--- src/rtl/fifo_pack_pkg.sv ---
// rtl/fifo_pack_pkg.sv - shared state type, widths and byte-enable helper for the byte packer
package fifo_pack_pkg;

  typedef enum logic [0:0] {
    ACCUM      = 1'b0,
    FLUSH_PEND = 1'b1
  } state_t;

  localparam int BYTE_W             = 8;
  localparam int MAX_BYTES_PER_WORD = 8;
  localparam int DEF_BYTES_PER_WORD = 4;
  localparam int WORD_W             = BYTE_W * DEF_BYTES_PER_WORD;

  // Low 'count' bits set, count in 0..MAX_BYTES_PER_WORD.
  function automatic logic [MAX_BYTES_PER_WORD-1:0] be_mask(input logic [3:0] count);
    logic [MAX_BYTES_PER_WORD-1:0] m;
    m = '0;
    for (int i = 0; i < MAX_BYTES_PER_WORD; i++) begin
      m[i] = (4'(i) < count);
    end
    return m;
  endfunction

endpackage

--- src/rtl/fifo_pack_outreg.sv ---
// rtl/fifo_pack_outreg.sv - output word holding register with valid/ready handshake and accepted-word counter
module fifo_pack_outreg
  import fifo_pack_pkg::*;
#(
  parameter int P_WORD_W = 32,
  parameter int P_BE_W   = 4,
  parameter int CNT_W    = 16
) (
  input  logic                i_clk,
  input  logic                i_rst_n,
  input  logic                i_clr,
  input  logic                i_load,
  input  logic [P_WORD_W-1:0] i_word,
  input  logic [P_BE_W-1:0]   i_be,
  input  logic                i_rdy,
  output logic                o_valid,
  output logic [P_WORD_W-1:0] o_word,
  output logic [P_BE_W-1:0]   o_be,
  output logic [CNT_W-1:0]    o_cnt,
  output logic                o_free
);

  logic                r_valid;
  logic [P_WORD_W-1:0] r_word;
  logic [P_BE_W-1:0]   r_be;
  logic [CNT_W-1:0]    r_cnt;
  logic                w_accept;

  assign w_accept = r_valid && i_rdy;
  assign o_free   = !r_valid || i_rdy;

  // i_load is only raised by the packer while o_free is high, so a load never drops a held word.
  always_ff @(posedge i_clk or negedge i_rst_n) begin
    if (!i_rst_n) begin
      r_valid <= 1'b0;
      r_word  <= '0;
      r_be    <= '0;
      r_cnt   <= '0;
    end else if (i_clr) begin
      r_valid <= 1'b0;
      r_word  <= '0;
      r_be    <= '0;
      r_cnt   <= '0;
    end else begin
      if (w_accept) begin
        r_cnt <= r_cnt + CNT_W'(1);
      end
      if (i_load) begin
        r_valid <= 1'b1;
        r_word  <= i_word;
        r_be    <= i_be;
      end else if (w_accept) begin
        r_valid <= 1'b0;
      end
    end
  end

  assign o_valid = r_valid;
  assign o_word  = r_word;
  assign o_be    = r_be;
  assign o_cnt   = r_cnt;

endmodule

--- src/rtl/fifo_byte_packer.sv ---
// rtl/fifo_byte_packer.sv - drains an 8-bit FIFO and packs bytes little-endian into words with flush support
module fifo_byte_packer
  import fifo_pack_pkg::*;
#(
  parameter int BYTES_PER_WORD = DEF_BYTES_PER_WORD,
  parameter int CNT_W          = 16
) (
  input  logic                             i_clk,
  input  logic                             i_rst_n,
  input  logic                             i_clr,
  input  logic                             i_fifo_empty_n,
  input  logic [BYTE_W-1:0]                i_fifo_d_out,
  output logic                             o_fifo_deq,
  input  logic                             i_flush,
  output logic                             o_word_valid,
  input  logic                             i_word_rdy,
  output logic [BYTE_W*BYTES_PER_WORD-1:0] o_word_out,
  output logic [BYTES_PER_WORD-1:0]        o_word_be,
  output logic [CNT_W-1:0]                 o_word_cnt,
  output logic                             o_busy
);

  localparam int P_WORD_W = BYTE_W * BYTES_PER_WORD;
  localparam int FILL_W   = $clog2(BYTES_PER_WORD);

  state_t                    r_state;
  state_t                    w_state_nxt;
  logic [P_WORD_W-1:0]       r_acc;
  logic [P_WORD_W-1:0]       w_acc_nxt;
  logic [P_WORD_W-1:0]       w_acc_ins;
  logic [FILL_W-1:0]         r_fill;
  logic [FILL_W-1:0]         w_fill_nxt;
  logic [FILL_W:0]           w_count;
  logic                      w_fill_last;
  logic                      w_free;
  logic                      w_deq;
  logic                      w_load;
  logic [P_WORD_W-1:0]       w_load_word;
  logic [BYTES_PER_WORD-1:0] w_load_be;

  assign w_fill_last = (r_fill == FILL_W'(BYTES_PER_WORD - 1));

  // The last byte of a word may only be popped when the output register can take the word.
  assign w_deq = i_rst_n && !i_clr && i_fifo_empty_n && (r_state == ACCUM) &&
                 !(w_fill_last && !w_free);

  assign w_count = {1'b0, r_fill} + {{FILL_W{1'b0}}, w_deq};

  always_comb begin
    w_acc_ins = r_acc;
    for (int i = 0; i < BYTES_PER_WORD; i++) begin
      if (w_deq && (r_fill == FILL_W'(i))) begin
        w_acc_ins[i*BYTE_W +: BYTE_W] = i_fifo_d_out;
      end
    end
  end

  always_comb begin
    w_state_nxt = r_state;
    w_acc_nxt   = r_acc;
    w_fill_nxt  = r_fill;
    w_load      = 1'b0;
    w_load_word = r_acc;
    w_load_be   = '0;
    case (r_state)
      ACCUM: begin
        if (w_deq && w_fill_last) begin
          w_load      = 1'b1;
          w_load_word = w_acc_ins;
          w_load_be   = '1;
          w_acc_nxt   = '0;
          w_fill_nxt  = '0;
        end else if (i_flush && (w_count != '0)) begin
          if (w_free) begin
            w_load      = 1'b1;
            w_load_word = w_acc_ins;
            w_load_be   = BYTES_PER_WORD'(be_mask(4'(w_count)));
            w_acc_nxt   = '0;
            w_fill_nxt  = '0;
          end else begin
            w_acc_nxt   = w_acc_ins;
            w_fill_nxt  = FILL_W'(w_count);
            w_state_nxt = FLUSH_PEND;
          end
        end else begin
          w_acc_nxt  = w_acc_ins;
          w_fill_nxt = FILL_W'(w_count);
        end
      end
      FLUSH_PEND: begin
        if (w_free) begin
          w_load      = 1'b1;
          w_load_word = r_acc;
          w_load_be   = BYTES_PER_WORD'(be_mask(4'(r_fill)));
          w_acc_nxt   = '0;
          w_fill_nxt  = '0;
          w_state_nxt = ACCUM;
        end
      end
      default: begin
        w_state_nxt = ACCUM;
      end
    endcase
  end

  always_ff @(posedge i_clk or negedge i_rst_n) begin
    if (!i_rst_n) begin
      r_state <= ACCUM;
      r_acc   <= '0;
      r_fill  <= '0;
    end else if (i_clr) begin
      r_state <= ACCUM;
      r_acc   <= '0;
      r_fill  <= '0;
    end else begin
      r_state <= w_state_nxt;
      r_acc   <= w_acc_nxt;
      r_fill  <= w_fill_nxt;
    end
  end

  fifo_pack_outreg #(
    .P_WORD_W (P_WORD_W),
    .P_BE_W   (BYTES_PER_WORD),
    .CNT_W    (CNT_W)
  ) u_outreg (
    .i_clk   (i_clk),
    .i_rst_n (i_rst_n),
    .i_clr   (i_clr),
    .i_load  (w_load),
    .i_word  (w_load_word),
    .i_be    (w_load_be),
    .i_rdy   (i_word_rdy),
    .o_valid (o_word_valid),
    .o_word  (o_word_out),
    .o_be    (o_word_be),
    .o_cnt   (o_word_cnt),
    .o_free  (w_free)
  );

  assign o_fifo_deq = w_deq;
  assign o_busy     = (r_fill != '0) || (r_state == FLUSH_PEND);

endmodule

--- config.mk ---
export PLATFORM = sky130hd
export DESIGN_NAME = fifo_byte_packer
export DESIGN_NICKNAME = d
export VERILOG_FILES = /design/src/rtl/fifo_pack_pkg.sv /design/src/rtl/fifo_pack_outreg.sv /design/src/rtl/fifo_byte_packer.sv
export SDC_FILE = /design/constraint.sdc
export NUM_CORES = 1
export LEC_CHECK = 0
export ABC_AREA = 0
export ABC_CLOCK_PERIOD_IN_PS = 3000
export CORE_AREA = 2 2 99 101
export DETAILED_ROUTE_END_ITERATION = 8
export DIE_AREA = 0 0 101 103
export GPL_ROUTABILITY_DRIVEN = 0
export PLACE_DENSITY = 0.72
export REMOVE_ABC_BUFFERS = 1
export SYNTH_ARGS = -nofsm -noshare
export SYNTH_HDL_FRONTEND = slang
export SYNTH_SLANG_ARGS = --single-unit
--- constraint.sdc ---
create_clock -name i_clk -period 3 [get_ports i_clk]
set_clock_uncertainty 0.2 [all_clocks]
set_input_delay 0.6 -clock i_clk [delete_from_list [all_inputs] [get_ports i_clk]]
set_output_delay 0.6 -clock i_clk [all_outputs]
set_load 0.02 [all_outputs]
==> key figures <==
Run status
  • Status: complete, no violations

Synth
  • Yosys Warn Count: 0
  • Synth Area in Simple Gates: 11.12%
  • Area contributors post-synth: dfrtp_1 53%, mux2i_1 7.7%, o2bb2ai_1 7.0%
  • Post-synth top cells: 88 x dfrtp_1, 33 x o2bb2ai_1, 32 x mux2i_1
  • Top-area cell type share of the netlist area: 53.19%
  • Sequential share of the synthesized area: 53.19%
  • Dominant cell type by area after synthesis: dfrtp_1
  • Post-Synth Adder-Cell Area: 1.209%
  • Compound-Gate Fraction of Synth Area: 21.25%
  • #FFs+latches synth: 88
  • Ys async rst share: 100.0%
  • Post-Syn Instances: 329
  • Count leader, synth: dfrtp_1
  • Mapped Avg Cell Area: 12.58 sq um
  • Top FF cell, synth: dfrtp_1
  • XOR/XNOR Fraction of Synth Area: 1.904%
  • Number of synthesized flops with an enable pin: 0
  • Unique cell type count in the Yosys netlist: 52
  • Post-synthesis cell area: 4140 sq um
  • Largest family of logic cells by synthesized area: compound AO/OA/AOI/OAI gates
  • Mux share of post-synthesis cell area: 8.280%

Place
  • Post-DP HPWL: 6521 um
  • Post-Place Setup Slack: -538.4 ps
  • Port Buf Inserts: 68
  • Placed Cells: 532

Drt
  • Vias/cell: 5.626
  • Antenna Violating Nets Remaining: 0
  • Via count: 3100
  • First-iteration detailed-routing DRC count: 122
  • DRC: 0
  • Routed Wire Length: 9836 um
  • Routed wirelength normalized by instance count: 17.85 um
  • DRT Pass-1 Iters: 4

Floorplanning
  • Io pins: 69
  • Starting Density: 43.77%
  • Die Area: 10400 sq um
  • Core area: 9459 sq um
  • Die width: 101 um
  • Die Ht: 103 um
  • Row cnt: 36

Setup path
  • Crit path buf inv count: 5
  • CP Data Arrival Time: 3040 ps
  • R2R depth: 12
  • R2r startpoint: r_state
  • CP Launch Type: input port
  • Most frequent CP cell: buf_4
  • Crit Path Max Fanout: 15
  • R2R Path End: u_outreg.o_word[30]
  • Kind of critical path: in -> reg
  • Slowest-stage cell, CP: clkdlybuf4s50_1
  • CP endpoint kind: register
  • CP required: 3100 ps
  • Top delay family on crit path: buffers and inverters
  • Worst path cell trace: clkdlybuf4s50_1 -> nor2b_2 -> a31oi_2 -> ha_2 -> buf_4 -> ha_1 -> o31ai_4 -> buf_4 -> o211ai_4 -> a21oi_4 -> buf_12 -> clkbuf_16 -> o2bb2ai_1
  • Critical Path Max Stage Delay: 450 ps
  • R2R setup slack: 350 ps

Layout
  • Diode count: 0
  • Area Overhead vs Synth: 32.03%
  • Nets@finish: 450
  • Final non-filler cell total: 551
  • Fin util: 57.79%
  • Share of cells above drive strength 1: 18.54%

GRT
  • GRT Resource Usage Total: 19.45%
  • Initial antenna violation count: 0
  • Global-route wire length before repair: 15790 um
  • Largest net degree at the start of global routing: 67
  • GRT overflow: 0
  • Vias in the first global route: 3057

Min path
  • HP Class: in -> async

STA
  • Slew margin rel.: 44.41%
  • Final setup violation count: 0
  • Crit path time final: 2939 ps
  • Fin crit share: 97.95%
  • Achievable Freq: 0.3403 GHz
  • Slew @ Worst Pin: 833.9 ps
  • Final hold violations: 0
  • Post-route setup slack: 61.40 ps
  • Slew Limit Fails: 0

CTS
  • Hold buffer count at cts: 0
  • Clock transition at the registers of the reported paths: 110 ps
  • Clock root buffer: clkbuf_8
  • # H-tree levels: 3
  • CTS tree: built
  • Num CTS Buffers: 9
  • CTS max path bufs: 2
  • Worst-Skew Late Latency: 380 ps
  • Clock sink total: 88

Pwr
  • PD cells: 417.5 nW/um^2
  • Lkg Pwr: 0.002287 uW
  • VDD IR-drop max: 218.5 uV

Job
  • # Max-Cap Violations: 0
sequential cells by signal, summed over array words and instances, names as in the netlist:
name	cells
r_acc	32
u_outreg.o_word	32
u_outreg.o_cnt	16
u_outreg.o_be	4
r_fill	2
r_state	1
u_outreg.o_valid	1
report_power, final:
group | internal (uW) | switching [uW] | leakage (uW)
clock | 327 | 505 | 0.0000970
sequential | 1200 | 7.31 | 0.00123
combinational | 104 | 141 | 0.000964
cell usage in the layout (no fill, tap or decap), types with 3 or more instances in the layout:
cell / Yosys / layout
a21oi_1: 6 / 6
a22o_1: 25 / 25
a32o_1: 4 / 4
and3_1: 4 / 4
buf_12: 0 / 3
buf_4: 5 / 34
clkbuf_8: 0 / 9
clkdlybuf4s50_1: 0 / 65
dfrtp_1: 88 / 88
inv_1: 4 / 4
mux2i_1: 32 / 31
nand2_1: 11 / 11
nand2b_1: 3 / 3
nand3_1: 9 / 9
nor2_1: 17 / 17
nor2b_1: 4 / 3
nor3_1: 4 / 4
o21a_1: 8 / 8
o21ai_0: 7 / 7
o2bb2ai_1: 33 / 33
o31ai_4: 3 / 3
or3_1: 4 / 4
xnor2_1: 7 / 7
per-stage QoR:
| stage | TNS [ps] | total power, uW | area (sq um) | hold slack [ps] |
|---|---|---|---|---|
| floorplan | -80740 | 1318 | 4029 | 104.4 |
| global placement | -28960 | 1447 | 5160 | 272.0 |
| detailed placement | -34720 | 1451 | 5160 | 272.9 |
| CTS | 0 | 2274 | 5360 | 23.57 |
| global route | -19.26 | 2363 | 5466 | 35.25 |
| finish | 0 | 2282 | 5466 | 26.21 |
worst max-delay path by stage:
stage | from | end | slack (ps) | depth (start not counted)
after global placement | i_clr | u_outreg.o_word[3] | -470 | 11
after detailed placement | i_clr | u_outreg.o_word[30] | -540 | 12
after global routing | i_word_rdy | u_outreg.o_word[1] | -7 | 11
final | i_word_rdy | u_outreg.o_word[30] | 60 | 13
after floorplan | i_word_rdy | u_outreg.o_be[3] | -1290 | 9
after CTS | i_word_rdy | u_outreg.o_word[2] | 40 | 11
what timing repair did:
action,CTS,global route
setup endpoints to repair,72,70
pin swaps,0,2
gates resized for setup,3,8
setup buffers,0,1
cloned,0,2
metal layers:
layer | GRT usage [%] | up-vias | share of wire (%)
li1 | - | 1451 | -
met1 | 28.28 | 1563 | 47
met2 | 29.23 | 74 | 47
met3 | 3.051 | 12 | 4.0
met4 | 8.004 | 0 | 1.5
met5 | 0 | - | 0
kinds of logic (layout without fill, tap and decap cells):
| group | Yosys count | after routing |
|---|---|---|
| AOI/OAI and AO/OA | 100 | 100 |
| DFF | 88 | 88 |
| and+or+nand+nor | 73 | 73 |
| muxes | 34 | 34 |
| buffers and inverters | 21 | 129 |
| xor gates and xnor gates | 9 | 9 |
| adders and majority gates | 4 | 4 |
layout make-up:
| cell class | count | area, sq um |
|---|---|---|
| clock inverter | 7 | 72.57 |
| multi-input combinational | 220 | 1839 |
| timing repair buffer | 109 | 1071 |
| inverter | 4 | 15.01 |
| clock buffer | 9 | 123.9 |
| tap | 114 | 142.6 |
| fill | 789 | 3993 |
| sequential | 88 | 2202 |
Power figures use the tool's default switching activity.
